$ cat config.mk
export PLATFORM = sky130hd
export DESIGN_NAME = norm_out_collector
export DESIGN_NICKNAME = d
export VERILOG_FILES = /design/src/rtl/norm_pkg.sv /design/src/rtl/requant_sat.sv /design/src/rtl/norm_out_collector.sv
export SDC_FILE = /design/constraint.sdc
export NUM_CORES = 1
export LEC_CHECK = 0
export BUFFER_PORTS_ARGS = -buffer_cell sky130_fd_sc_hd__buf_2
export CAP_MARGIN = 20
export CORE_MARGIN = 4
export CORE_UTILIZATION = 40
export DETAILED_ROUTE_END_ITERATION = 8
export GPL_TIMING_DRIVEN = 0
export PLACE_DENSITY_LB_ADDON = 0.05
export REMOVE_ABC_BUFFERS = 1
export SKIP_CTS_REPAIR_TIMING = 1
export SYNTH_ARGS = -nofsm -noshare
export SYNTH_HDL_FRONTEND = slang
export SYNTH_SLANG_ARGS = --single-unit
$ cat constraint.sdc
create_clock -name clk -period 7.9 [get_ports clk]
set_input_delay 1.58 -clock clk [delete_from_list [all_inputs] [get_ports clk]]
set_output_delay 1.58 -clock clk [all_outputs]
set_load 0.01 [all_outputs]
$ cat src/rtl/norm_pkg.sv
// Shared defaults and lane/saturation helpers for the normalizer output collector.
package norm_pkg;

  localparam int COL_DEF     = 16;
  localparam int BW_PSUM_DEF = 11;
  localparam int W_OUT_DEF   = 4;
  localparam int DEPTH_DEF   = 4;

  function automatic int lane_msb(input int lane, input int w);
    return lane * w + w - 1;
  endfunction

  function automatic int sat_max(input int w);
    return (1 << (w - 1)) - 1;
  endfunction

  function automatic int sat_min(input int w);
    return -(1 << (w - 1));
  endfunction

endpackage

$ cat src/rtl/requant_sat.sv
// Requantizes one signed value: round-half-up arithmetic right shift, then saturation to W_OUT bits.
module requant_sat
  import norm_pkg::*;
#(
  parameter int BW_PSUM = BW_PSUM_DEF,
  parameter int W_OUT   = W_OUT_DEF,
  parameter int SHW     = $clog2(BW_PSUM)
) (
  input  logic        [SHW-1:0]     shift,
  input  logic signed [BW_PSUM-1:0] value,
  output logic signed [W_OUT-1:0]   result
);

  // Wide enough that the rounding constant never wraps, even for shift values beyond BW_PSUM.
  localparam int SW = BW_PSUM + (1 << SHW);
  localparam logic signed [SW-1:0] Q_MAX = SW'(sat_max(W_OUT));
  localparam logic signed [SW-1:0] Q_MIN = SW'(sat_min(W_OUT));

  logic signed [SW-1:0] value_ext;
  logic signed [SW-1:0] rnd;
  logic signed [SW-1:0] sum;
  logic signed [SW-1:0] shifted;

  always_comb begin
    value_ext = SW'(value);
    rnd       = '0;
    if (shift != '0) begin
      rnd = SW'(1) << (shift - SHW'(1));
    end
    sum     = value_ext + rnd;
    shifted = sum >>> shift;
    if (shifted > Q_MAX) begin
      result = Q_MAX[W_OUT-1:0];
    end else if (shifted < Q_MIN) begin
      result = Q_MIN[W_OUT-1:0];
    end else begin
      result = shifted[W_OUT-1:0];
    end
  end

endmodule

$ cat src/rtl/norm_out_collector.sv
// Collects paired normalizer lanes into requantized rows and buffers them in a small row FIFO.
module norm_out_collector
  import norm_pkg::*;
#(
  parameter int COL     = COL_DEF,
  parameter int BW_PSUM = BW_PSUM_DEF,
  parameter int W_OUT   = W_OUT_DEF,
  parameter int DEPTH   = DEPTH_DEF
) (
  input  logic                        clk,
  input  logic                        reset,
  input  logic                        clear,
  input  logic [$clog2(BW_PSUM)-1:0]  shift,
  input  logic                        norm_valid,
  input  logic signed [BW_PSUM-1:0]   psum_norm_1,
  input  logic signed [BW_PSUM-1:0]   psum_norm_2,
  output logic                        out_valid,
  input  logic                        out_ready,
  output logic [COL*W_OUT-1:0]        out_row,
  output logic                        overflow,
  output logic [15:0]                 rows_done
);

  localparam int HALF = COL / 2;
  localparam int KW   = (HALF > 1) ? $clog2(HALF) : 1;
  localparam int AW   = (DEPTH > 1) ? $clog2(DEPTH) : 1;
  localparam int CW   = AW + 1;
  localparam int RW   = COL * W_OUT;
  localparam int SHW  = $clog2(BW_PSUM);

  logic [KW-1:0]             lane_cnt;
  logic [RW-1:0]             stage;
  logic [RW-1:0]             row_full;
  logic signed [W_OUT-1:0]   q_lane [COL];

  logic [RW-1:0]             mem [DEPTH];
  logic [AW-1:0]             wr_ptr;
  logic [AW-1:0]             rd_ptr;
  logic [CW-1:0]             count;

  logic                      last_lane;
  logic                      full;
  logic                      pop;
  logic                      push_req;
  logic                      push_ok;
  logic                      drop;

  // Lower half of the lanes comes from core1, upper half from core2.
  for (genvar i = 0; i < COL; i++) begin : g_lane
    logic signed [BW_PSUM-1:0] src;
    if (i < HALF) begin : g_core1
      assign src = psum_norm_1;
    end else begin : g_core2
      assign src = psum_norm_2;
    end
    requant_sat #(
      .BW_PSUM (BW_PSUM),
      .W_OUT   (W_OUT),
      .SHW     (SHW)
    ) u_requant (
      .shift  (shift),
      .value  (src),
      .result (q_lane[i])
    );
  end

  // The completing pair is merged here so the row can be pushed on the same edge.
  always_comb begin
    row_full = stage;
    for (int i = 0; i < HALF; i++) begin
      if (KW'(i) == lane_cnt) begin
        row_full[lane_msb(i, W_OUT) -: W_OUT]        = q_lane[i];
        row_full[lane_msb(i + HALF, W_OUT) -: W_OUT] = q_lane[i + HALF];
      end
    end
  end

  assign last_lane = (lane_cnt == KW'(HALF - 1));
  assign full      = (count == CW'(DEPTH));
  assign out_valid = (count != '0);
  assign pop       = out_valid && out_ready;
  assign push_req  = norm_valid && last_lane;
  assign push_ok   = push_req && (!full || pop);
  assign drop      = push_req && !push_ok;
  assign out_row   = out_valid ? mem[rd_ptr] : '0;

  always_ff @(posedge clk or posedge reset) begin
    if (reset) begin
      lane_cnt  <= '0;
      stage     <= '0;
      wr_ptr    <= '0;
      rd_ptr    <= '0;
      count     <= '0;
      overflow  <= 1'b0;
      rows_done <= '0;
    end else if (clear) begin
      lane_cnt <= '0;
      stage    <= '0;
      wr_ptr   <= '0;
      rd_ptr   <= '0;
      count    <= '0;
      overflow <= 1'b0;
    end else begin
      if (norm_valid) begin
        stage    <= row_full;
        lane_cnt <= last_lane ? '0 : lane_cnt + KW'(1);
      end
      if (push_ok) begin
        wr_ptr    <= wr_ptr + AW'(1);
        rows_done <= rows_done + 16'd1;
      end
      if (drop) begin
        overflow <= 1'b1;
      end
      if (pop) begin
        rd_ptr <= rd_ptr + AW'(1);
      end
      case ({push_ok, pop})
        2'b10:   count <= count + CW'(1);
        2'b01:   count <= count - CW'(1);
        default: count <= count;
      endcase
    end
  end

  // Row storage needs no reset: an empty FIFO masks out_row to zero.
  always_ff @(posedge clk) begin
    if (!reset && !clear && push_ok) begin
      mem[wr_ptr] <= row_full;
    end
  end

endmodule

==> impl_results.md, run 1 <==
- Outcome: completed
- Endpoints failing setup: 0
- Largest area contributor in the netlist: edfxtp_1
- Most numerous cell in the Yosys netlist: edfxtp_1
- Area Overhead vs Synth: 13.41%
- Antenna cell count: 0
- WS Path Type: input port to register
- Cells after Synth: approximately 1.9k
- Grt ovf: 0
- Clk buf depth: 3
- Max Slew Vio Count: 0
- First DRT Iteration DRCs: between 1k and 1.5k
- First-pass GRT wire length: 97660 um
- Critical path arrival: around 8 ns
- Die ar.: 0.05645 mm2
- IR drop worst, VDD: 0.1293 mV
- Syn Area/Cell: between 10 and 15 um2
- Initial antenna violation count: 0
- Final HPWL DP: 43430 um
- Pwr Density: roughly 180 mW/mm2
- Post-synth top flop: edfxtp_1
- Post-synth ARST share: approximately a quarter
- Dpl ws: -2.061 ns
- Fmax: roughly 130 MHz
- Layout cells sized above 1: 18.16%
- Leak: a little under 9 nW
- Multi-input gate area: between 0.01 and 0.015 mm2
- Sequential share of the synthesized area: 47.26%
- Starting Density: between 40% and 50%
- CTS tree: done
- Least-Margin Pin Slew: between 1 and 1.5 ns
- Drt drc: 0
- Yosys top cell area share: approximately 36%
- Antenna-violating nets left: 0
- Num CTS Buffers: 39
- I/O pin count: around 110
- Worst R2R Setup Slack: around 3.8 ns
- Row cnt: 83
- Vias per std cell: just over 6
- Crit path launch type: input port
- Slew Limit Headroom: roughly 23%
- CTS Sinks: 347
- H-tree depth: 2
- Register Area: ~0.01 mm2
- GP Congestion: approximately 0.9
- Die width: between 200 and 250 um
- Crit path required time: between 8 and 9 ns
- Avg WL per Cell: about 23 um
- Final Hold Viols: 0
- Synth top area cells: edfxtp_1 (36%), dfrtp_1 (11%), mux4_2 (7.2%)
- Worst setup EP type: register
- Period minus WS final: ~7.7 ns
- Via Count: 16.39k
- Fillers: 4918
- Clock transition at the registers of the reported paths: 0.06 ns
- Core area: 0.05172 mm2
- Mapped cell area: between 0.02 and 0.025 mm2
- Drt first pass iters: 6
- Chip height: 237.6 um
- Fin crit share: a little under 100%
- Max cap viols: 0
- Netlist cell types: between 100 and 150
- Largest net degree at the start of global routing: 59
- Yosys warning count: 0
- Layout net count: 2067
- Clk_skew: roughly 0.023 ns
- Pwr Total: between 4 and 5 mW
- DRT Wirelength: 63540 um
- Total GRT Usage: 21.78%
- #FFs+latches synth: between 300 and 400
- RSZ-0062 raised after global routing: false
- Crit path max fanout: between 40 and 50
- CTS root buf: clkbuf_16
- Post-synth EDFFs: 256
- Min-delay worst type: register to register
- Final setup margin: between 0.2 and 0.25 ns
- Clk_lat worst skew: between 0.5 and 0.6 ns
- Post-synth top cells: edfxtp_1 (256), nand2_1 (179), nor2_1 (161)
- IO Port Bufs: 112
- Vias in the first global route: around 16k
worst paths after layout:
| check | startpoint | to | cells after the start |
|---|---|---|---|
| min | rows_done[15] | rows_done[15] | 1 |
| max | shift[0] | mem[2][13] | 22 |
| min reg2reg | rows_done[15] | rows_done[15] | 1 |
| max reg2reg | lane_cnt[0] | mem[3][56] | 6 |
| max in group asynchronous | reset | stage[43] | 3 |
| min in group asynchronous | reset | rows_done[9] | 2 |
cells in the final DEF, fill, tap and decap left out, drive strengths merged, types with 18 or more instances in the layout:
cell type and count:
a211o 23, a211oi 36, a21o 18, a21oi 132, a31oi 43, and2 90
and3 23, buf 151, clkbuf 52, dfrtp 91, edfxtp 256, ha 37
inv 33, mux2i 43, mux4 67, nand2 182, nand3 48, nand4 24
nor2 164, nor3 20, o211ai 24, o21ai 77, o31ai 28, xnor2 36
cells by family (layout without fill, tap and decap cells):
group           Yosys count  count (layout)  synth area share (%)
other cells               2               4               0.03562
simple gates            645             646                 15.53
flops                   347             347                 47.26
compound gates          559             559                 18.99
mux                     119             119                 9.756
fa+ha+maj                46              46                 2.771
xor+xnor                 47              47                 2.142
buf+inv                 177             258                 3.513
worst max-delay path, cell delays in order:
cell and delay (ns):
clkbuf_4 0.29, buf_12 0.30, clkinvlp_4 0.34, buf_16 0.27
nand2_2 0.36, nor2_1 0.18, ha_1 0.42, o21ai_1 0.12
o21ba_2 0.21, maj3_1 0.51, nor4b_2 0.32, a211oi_2 0.10
buf_4 0.17, xor2_2 0.21, a221o_1 0.46, a221oi_2 0.39
nand2_1 0.15, nor4_4 0.46, nand4_4 0.31, o311ai_4 0.33
buf_4 0.21, mux2i_1 0.18
power by group:
| part | total (mW) | switching [mW] | leakage (nW) | internal (mW) |
|---|---|---|---|---|
| clock | 1.72 | 0.724 | 0.592 | 0.996 |
| sequential | 1.98 | 0.00774 | 3.72 | 1.98 |
| combinational | 0.639 | 0.432 | 4.45 | 0.207 |
area by class of cell:
cell class | instances | share of cell area (%)
clock inverters | 20 | 0.7692
repair inverters | 1 | 0.02093
flip-flops and latches | 347 | 41.70
inverters | 34 | 0.5756
clock buffers | 51 | 4.312
multi-input cells | 1421 | 44.00
repair buffers | 152 | 5.065
well taps | 680 | 3.558
stage by stage:
stage	util [%]	TNS, ns	std cells	hold slack (ns)	cell area, um2
after floorplan	-	0	1801	0.4822	20480
after global placement	42.33	-907.61	2593	0.4556	21890
after detailed placement	43.18	-409.72	2613	0.4634	22330
after CTS	45.53	-275.16	2684	0.4749	23550
after global routing	46.24	0	2706	0.4852	23910
final	46.24	0	2706	0.4683	23910
state kept, by name, summed over array words and instances (netlist names):
signal / count
lane_cnt: 3
stage: 64
overflow: 1
count: 3
mem: 256
rd_ptr: 2
rows_done: 16
wr_ptr: 2
metal layers:
layer / GRT usage [%] / up-vias / share of wire, %
li1: - / 7618 / -
met1: 29.96 / 8213 / 44
met2: 37.16 / 492 / 50
met3: 2.576 / 70 / 4.6
met4: 5.149 / 0 / 1.9
met5: 0 / - / 0
(Power assumes the default switching activity.)
==> inputs of run 2 (changes only) <==
CORE_MARGIN = 2   (was 4)
==> run 2 against run 1 <==
Routed wire length down 0.17%. Non-clock buffer count decreased by 5. Critical path depth decreased by 3. Final cell count about the same. Clock-buffer cell count decreased by 2. Sequential cell count unchanged. Critical path type unchanged. Hold slack better by 0.0045 ns. Sequential power hardly changed. Combinational power about the same. Die area down 3.3%. Clock power about the same. Register-to-register slack worse by 0.14 ns.
==> impl_results.md, run 2 (synthesized netlist as in run 1, its figures left out) <==
- Outcome: completed
- Most frequent cells in the layout: edfxtp_1 (256), nand2_1 (174), nor2_1 (155), a21oi_1 (132), buf_2 (113)
- Commonest non-fill, non-tap cell in the layout: edfxtp_1
- CTS Sinks: 347 (unchanged)
- Core area: 0.05234 mm2 (+1.2%)
- Min-Delay Endpoint: rows_done[15]
- Met3 WL: 2583 um (-11%)
- Clk_skew: 0.01425 ns (-0.008580 ns)
- Via Count: 16.38k (-0.098%)
- Pwr Density: 180.8 mW/mm2 (-0.49%)
- Top layer in use: met4
- Max cap viols: 0 (unchanged)
- Die width: 233.6 um (-1.7%)
- I/O pin count: 113 (unchanged)
- Crit-path slowest cell: nor4_1
- Largest net degree at the start of global routing: 65 (+10%)
- Crit path required time: 8.19 ns (+0.07 ns)
- First DRT Iteration DRCs: 1191 (-20%)
- Fin crit share: 98.38% (+1.1 points)
- Avg WL per Cell: 23.43 um (-0.21%)
- Layout cells sized above 1: 18.28% (+0.11 points)
- WS Path Type: input port to register
- Max Slew Vio Count: 0 (unchanged)
- Vias in the first global route: 16.02k (+0.42%)
- Area Overhead vs Synth: 13.16%
- Worst path cell trace: buf_2 -> buf_12 -> inv_1 -> buf_12 -> nand2_2 -> nor2_1 -> ha_1 -> o21ai_0 -> nor4_1 -> o21bai_1 -> a211o_1 -> o221ai_1 -> a221o_1 -> a221oi_1 -> a2111o_1 -> nor4_4 -> nand2_2 -> a21o_2 -> o21ai_1
- Final setup TNS: 0 ns (unchanged)
- Final HPWL DP: 43100 um (-0.77%)
- DRT Wirelength: 63430 um (-0.17%)
- H-tree depth: 2 (unchanged)
- Worst R2R Setup Slack: 3.65 ns (-0.14 ns)
- Worst setup EP type: register
- DP Area: 0.02231 mm2 (about the same)
- Starting Density: 40.28% (-0.49 points)
- Slew Limit Headroom: 19.97% (-2.7 points)
- Leak: 8.724 nW (-0.38%)
- Largest registers: mem x256, stage x64, rows_done x16
- Period minus WS final: 7.772 ns (+0.08916 ns)
- IO Port Bufs: 112 (unchanged)
- Met1 WL: 28130 um (+1.0%)
- IR drop worst, VDD: 0.1276 mV (-1.3%)
- RR Endpoint: mem[2][27]
- Crit path max fanout: 53 (+8.2%)
- Layout net count: 2061 (-0.29%)
- Antenna-violating nets left: 0 (unchanged)
- Reg2reg start: lane_cnt[0]
- Final Hold Viols: 0 (unchanged)
- Die ar.: 0.05456 mm2 (-3.3%)
- Row cnt: 84 (+1.2%)
- GP Congestion: 0.9197 (+1.2%)
- Num CTS Buffers: 38 (-2.6%)
- Clock transition at the registers of the reported paths: 0.06 ns (about the same)
- WL met2: 30790 um (-2.5%)
- Clk buf depth: 3 (unchanged)
- Pwr Total: 4.313 mW (-0.71%)
- Least-Margin Pin Slew: 1.196 ns (+0.04067 ns)
- First-pass GRT wire length: 96680 um (-1.0%)
- Fin area: 0.02386 mm2 (-0.22%)
- Chip height: 233.6 um (-1.7%)
- Endpoints failing setup: 0 (unchanged)
- Clk_lat worst skew: 0.54 ns (about the same)
- Register-to-Register Path Depth: 6 (unchanged)
- Total GRT Usage: 23.06% (+1.3 points)
- Crit path launch type: input port
- CTS root buf: clkbuf_16
- Grt ovf: 0 (unchanged)
- Critical path arrival: 8.06 ns (+0.16 ns)
- Drt first pass iters: 6 (unchanged)
- Vias per std cell: 6.050 (-0.13%)
- Fmax: 128.7 MHz (-1.1%)
- Drt drc: 0 (unchanged)
- Slowest stage delay, CP: 0.64 ns (+0.13 ns)
- Reg with most FFs: mem
- Min-delay src: rows_done[15]
- Min-delay worst type: register to register
- Initial antenna violation count: 0 (unchanged)
- Antenna cell count: 0 (unchanged)
- Number of flip-flops in the largest register: 256 (unchanged)
- Hold depth: 1 (unchanged)
- Fillers: 4954 (+0.73%)
- CTS tree: done
==> run 2: final cells by class <==
class / instances / area (um2) / share of cell area [%]
inverter: 34 / 137.6 / 0.5769
multi-input combinational: 1421 / 10570 / 44.29
timing repair inverter: 1 / 5.005 / 0.02098
clock buffer: 49 / 1023 / 4.290
timing repair buffer: 147 / 1137 / 4.767
tap: 688 / 860.8 / 3.608
sequential: 347 / 9972 / 41.80
clock inverter: 20 / 153.9 / 0.6451
==> run 2: how the worst max path moves through the flow <==
| stage | start | end | slack, ns |
|---|---|---|---|
| detailed placement | shift[2] | mem[0][48] | -2.20 |
| global placement | shift[2] | mem[0][24] | -4.19 |
| global route | shift[0] | mem[1][30] | -0.06 |
| CTS | shift[2] | mem[1][48] | -1.67 |
| finish | shift[0] | mem[2][49] | 0.13 |
| floorplan | shift[2] | mem[0][0] | 0.86 |
==> run 2: metrics by stage <==
step	std cells	setup slack, ns	utilization (%)	hold WS [ns]
final	2707	0.1283	45.58	0.4728
after global placement	2601	-4.186	41.84	0.4592
after global routing	2707	-0.05533	45.58	0.4842
after floorplan	1801	0.8551	-	0.4822
after CTS	2689	-1.669	44.88	0.4758
after detailed placement	2620	-2.202	42.63	0.4625
==> run 2: worst max-delay path: cells and delay by family <==
family                   cells  cell delay [ns]
AO/OA/AOI/OAI                9             2.78
adder cells (fa/ha/maj)      1             0.53
buffers and inverters        4             1.18
AND/OR/NAND/NOR              5             1.93
==> run 2: per-layer routing <==
metal | vias up | GRT usage [%]
met5 | - | 0
met2 | 472 | 38.52
met1 | 8180 | 30.74
met4 | 0 | 8.366
li1 | 7616 | -
met3 | 109 | 2.917
==> run 2: power breakdown <==
part	switching, mW	internal [mW]
Sequential	0.00799	1.98
Clock	0.705	0.982
Combinational	0.433	0.206
Total	1.15	3.17
==> inputs of run 3 (changes only) <==
ABC_AREA = 1   (was unset)
RECOVER_POWER = 50   (was unset)
==> run 3 against run 2 <==
The run now ends with max-capacitance violations, max-slew violations left. First-iteration DRC count down 6.8%. Clock-buffer cell count is 5 higher. Via count rose by 5.9%. Worst setup slack improved by 0.95 ns. Power grew 18%. Critical path depth shrank 13. Non-clock buffer count is 13 lower. Utilization is 0.67 points lower. Synthesized area is 0.97% lower. Largest cell class is now flip-flops and latches.
==> impl_results.md, run 3 <==
- Avg WL per Cell: 17.64 um (-25%)
- Crit path required time: 8.07 ns (-0.12 ns)
- Clk_lat worst skew: 0.55 ns (about the same)
- Vias in the first global route: 16.73k (+4.4%)
- Endpoints failing setup: 0 (unchanged)
- Clk buf depth: 3 (unchanged)
- Largest registers: mem x256, stage x64, rows_done x16
- Chip height: 232.5 um (-0.48%)
- Clock transition at the registers of the reported paths: 0.06 ns (about the same)
- IO Port Bufs: 112 (unchanged)
- Most frequent cells in the layout: nand2_1 (566), nand3_1 (374), nor2_1 (353), edfxtp_1 (256), o21ai_0 (177)
- Yosys top cell area share: 36.82% (+0.36 points)
- Final Hold Slack: 0.4707 ns (-0.002118 ns)
- IR drop worst, VDD: 0.1186 mV (-7.1%)
- Die width: 232.5 um (-0.48%)
- Total GRT Usage: 21.51% (-1.5 points)
- Fin area: 0.02313 mm2 (-3.0%)
- Antenna cell count: 0 (unchanged)
- Final Hold Viols: 0 (unchanged)
- Reg with most FFs: mem
- Leak: 10.08 nW (+16%)
- H-tree depth: 2 (unchanged)
- Largest net degree at the start of global routing: 81 (+25%)
- Worst path cell trace: buf_2 -> clkinvlp_2 -> nand2_1 -> nor2_1 -> clkbuf_1 -> clkbuf_2
- Antenna-violating nets left: 0 (unchanged)
- Fmax: 146.5 MHz (+14%)
- Post-synth top flop: edfxtp_1
- First DRT Iteration DRCs: 1110 (-6.8%)
- Max Slew Vio Count: 373 (+373)
- Clk_skew: 0.02064 ns (+0.006390 ns)
- Layout net count: 2649 (+29%)
- Slowest stage delay, CP: 1.38 ns (+0.74 ns)
- Syn Area/Cell: 8.239 um2 (-24%)
- Post-Layout Cell Count: 3287 (+21%)
- Most numerous cell in the Yosys netlist: nand2_1
- DP Area: 0.02223 mm2 (-0.38%)
- Outcome: finished, violations left
- Number of flip-flops in the largest register: 256 (unchanged)
- Grt ovf: 0 (unchanged)
- GP Congestion: 0.8676 (-5.7%)
- Vias per std cell: 5.278 (-13%)
- Die ar.: 0.05404 mm2 (-0.96%)
- Critical path arrival: 6.99 ns (-1.07 ns)
- Final HPWL DP: 39090 um (-9.3%)
- Period minus WS final: 6.826 ns (-0.9452 ns)
- Failing checks: max-capacitance violations, max-slew violations
- Crit path launch type: input port
- Post-synth EDFFs: 256 (unchanged)
- Netlist cell types: 50 (-59%)
- First-pass GRT wire length: 91750 um (-5.1%)
- I/O pin count: 113 (unchanged)
- Least-Margin Pin Slew: 2.575 ns (+1.379 ns)
- DRT Wirelength: 57970 um (-8.6%)
- Min-delay worst type: register to register
- Starting Density: 40.53% (+0.25 points)
- Drt first pass iters: 5 (-1)
- Crit-path slowest cell: clkinvlp_2
- CTS Sinks: 347 (unchanged)
- Area Overhead vs Synth: 10.80%
- Mapped cell area: 0.02088 mm2 (-0.97%)
- RSZ-0062 raised after global routing: false
- Worst setup EP type: register
- Sequential share of the synthesized area: 47.73% (+0.46 points)
- Crit path max fanout: 51 (-3.8%)
- Initial antenna violation count: 0 (unchanged)
- Core area: 0.05151 mm2 (-1.6%)
- CTS root buf: clkbuf_16
- Pwr Density: 220.5 mW/mm2 (+22%)
- Layout cells sized above 1: 13.23% (-5.0 points)
- Largest area contributor in the netlist: edfxtp_1
- Via Count: 17.35k (+5.9%)
- Post-synth ARST share: 26.22% (unchanged)
- Final setup TNS: 0 ns (unchanged)
- DP Cell Count: 3218 (+23%)
- #FFs+latches synth: 347 (unchanged)
- CTS tree: done
- Cells after Synth: 2534 (+30%)
- Max cap viols: 14 (+14)
- Post-synth top cells: nand2_1 (566), nand3_1 (374), nor2_1 (354)
- Commonest non-fill, non-tap cell in the layout: nand2_1
- Fin crit share: 86.41% (-12 points)
- Slew Limit Headroom: -71.66% (-92 points)
- Row cnt: 83 (-1.2%)
- Drt drc: 0 (unchanged)
- Num CTS Buffers: 38 (unchanged)
- Synth top area cells: edfxtp_1 (37%), dfrtp_1 (11%), nand2_1 (10%)
- Yosys warning count: 0 (unchanged)
- WS Path Type: input port to register
run 3: cell types whose count changed after synthesis, moves of 41 or more:
cell and delta:
nand2_1 +387, nand3_1 +326, nor2_1 +193, o21ai_0 +121, inv_1 +97, nand3_2 +72
mux4_2 -67, a21oi_1 -45, or2_2 +43, mux2i_1 -41
run 3: critical path: cells and delay by family:
family                 cells  cell delay [ns]
buffers and inverters      4             3.69
and+or+nand+nor            2             1.66
run 3: cells by family after synthesis:
| logic type | after synthesis | synth area share [%] |
|---|---|---|
| other | 2 | 0.03597 |
| AND/OR/NAND/NOR | 1561 | 35.92 |
| adder cells (fa/ha/maj) | 40 | 2.505 |
| flip-flops | 347 | 47.73 |
| XOR/XNOR | 28 | 1.175 |
| AO/OA/AOI/OAI | 287 | 7.251 |
| buffers and inverters | 269 | 5.387 |
run 3: path summary, 6_finish.rpt:
| kind | depth (start not counted) | end | slack, ns | start |
|---|---|---|---|---|
| max | 6 | mem[2][24] | 1.07 | reset |
| min | 2 | stage[18] | 0.47 | stage[18] |
| max reg2reg | 10 | mem[2][24] | 1.56 | lane_cnt[0] |
| min reg2reg | 2 | stage[18] | 0.47 | stage[18] |
| max in group asynchronous | 3 | rd_ptr[1] | 2.64 | reset |
| min in group asynchronous | 2 | rows_done[7] | 1.68 | reset |
run 3: routing by layer:
layer	part of all wire (%)	global-route usage (%)	vias to the layer above	routed length (um)
met5	0	0	-	0
li1	-	-	8639	-
met2	48	36.97	354	27630
met1	46	28.71	8279	26870
met3	3.8	2.586	78	2220
met4	2.1	5.593	0	1243
run 3: layout make-up:
type / instances / area [um2]
inverters: 137 / 524.3
multi-input cells: 1920 / 9804
clock inverters: 15 / 97.59
fillers: 5247 / 28370
well taps: 680 / 850.8
repair buffers: 134 / 813.3
flip-flops and latches: 347 / 9972
clock buffers: 54 / 1072
run 3: power by group:
part	internal [mW]	total, mW	switching [mW]
Clock	0.978	1.69	0.710
Sequential	2.00	2.05	0.0516
Combinational	0.431	1.37	0.935
Total	3.41	5.10	1.70
run 3: through the flow:
stage	worst slack [ns]	total power [mW]	util, %
global placement	-4.399	3.464	42.11
detailed placement	0.4948	3.498	43.15
global route	0.3717	5.389	44.91
CTS	1.064	5.192	45.42
floorplan	0.7901	2.896	-
finish	1.074	5.102	44.91
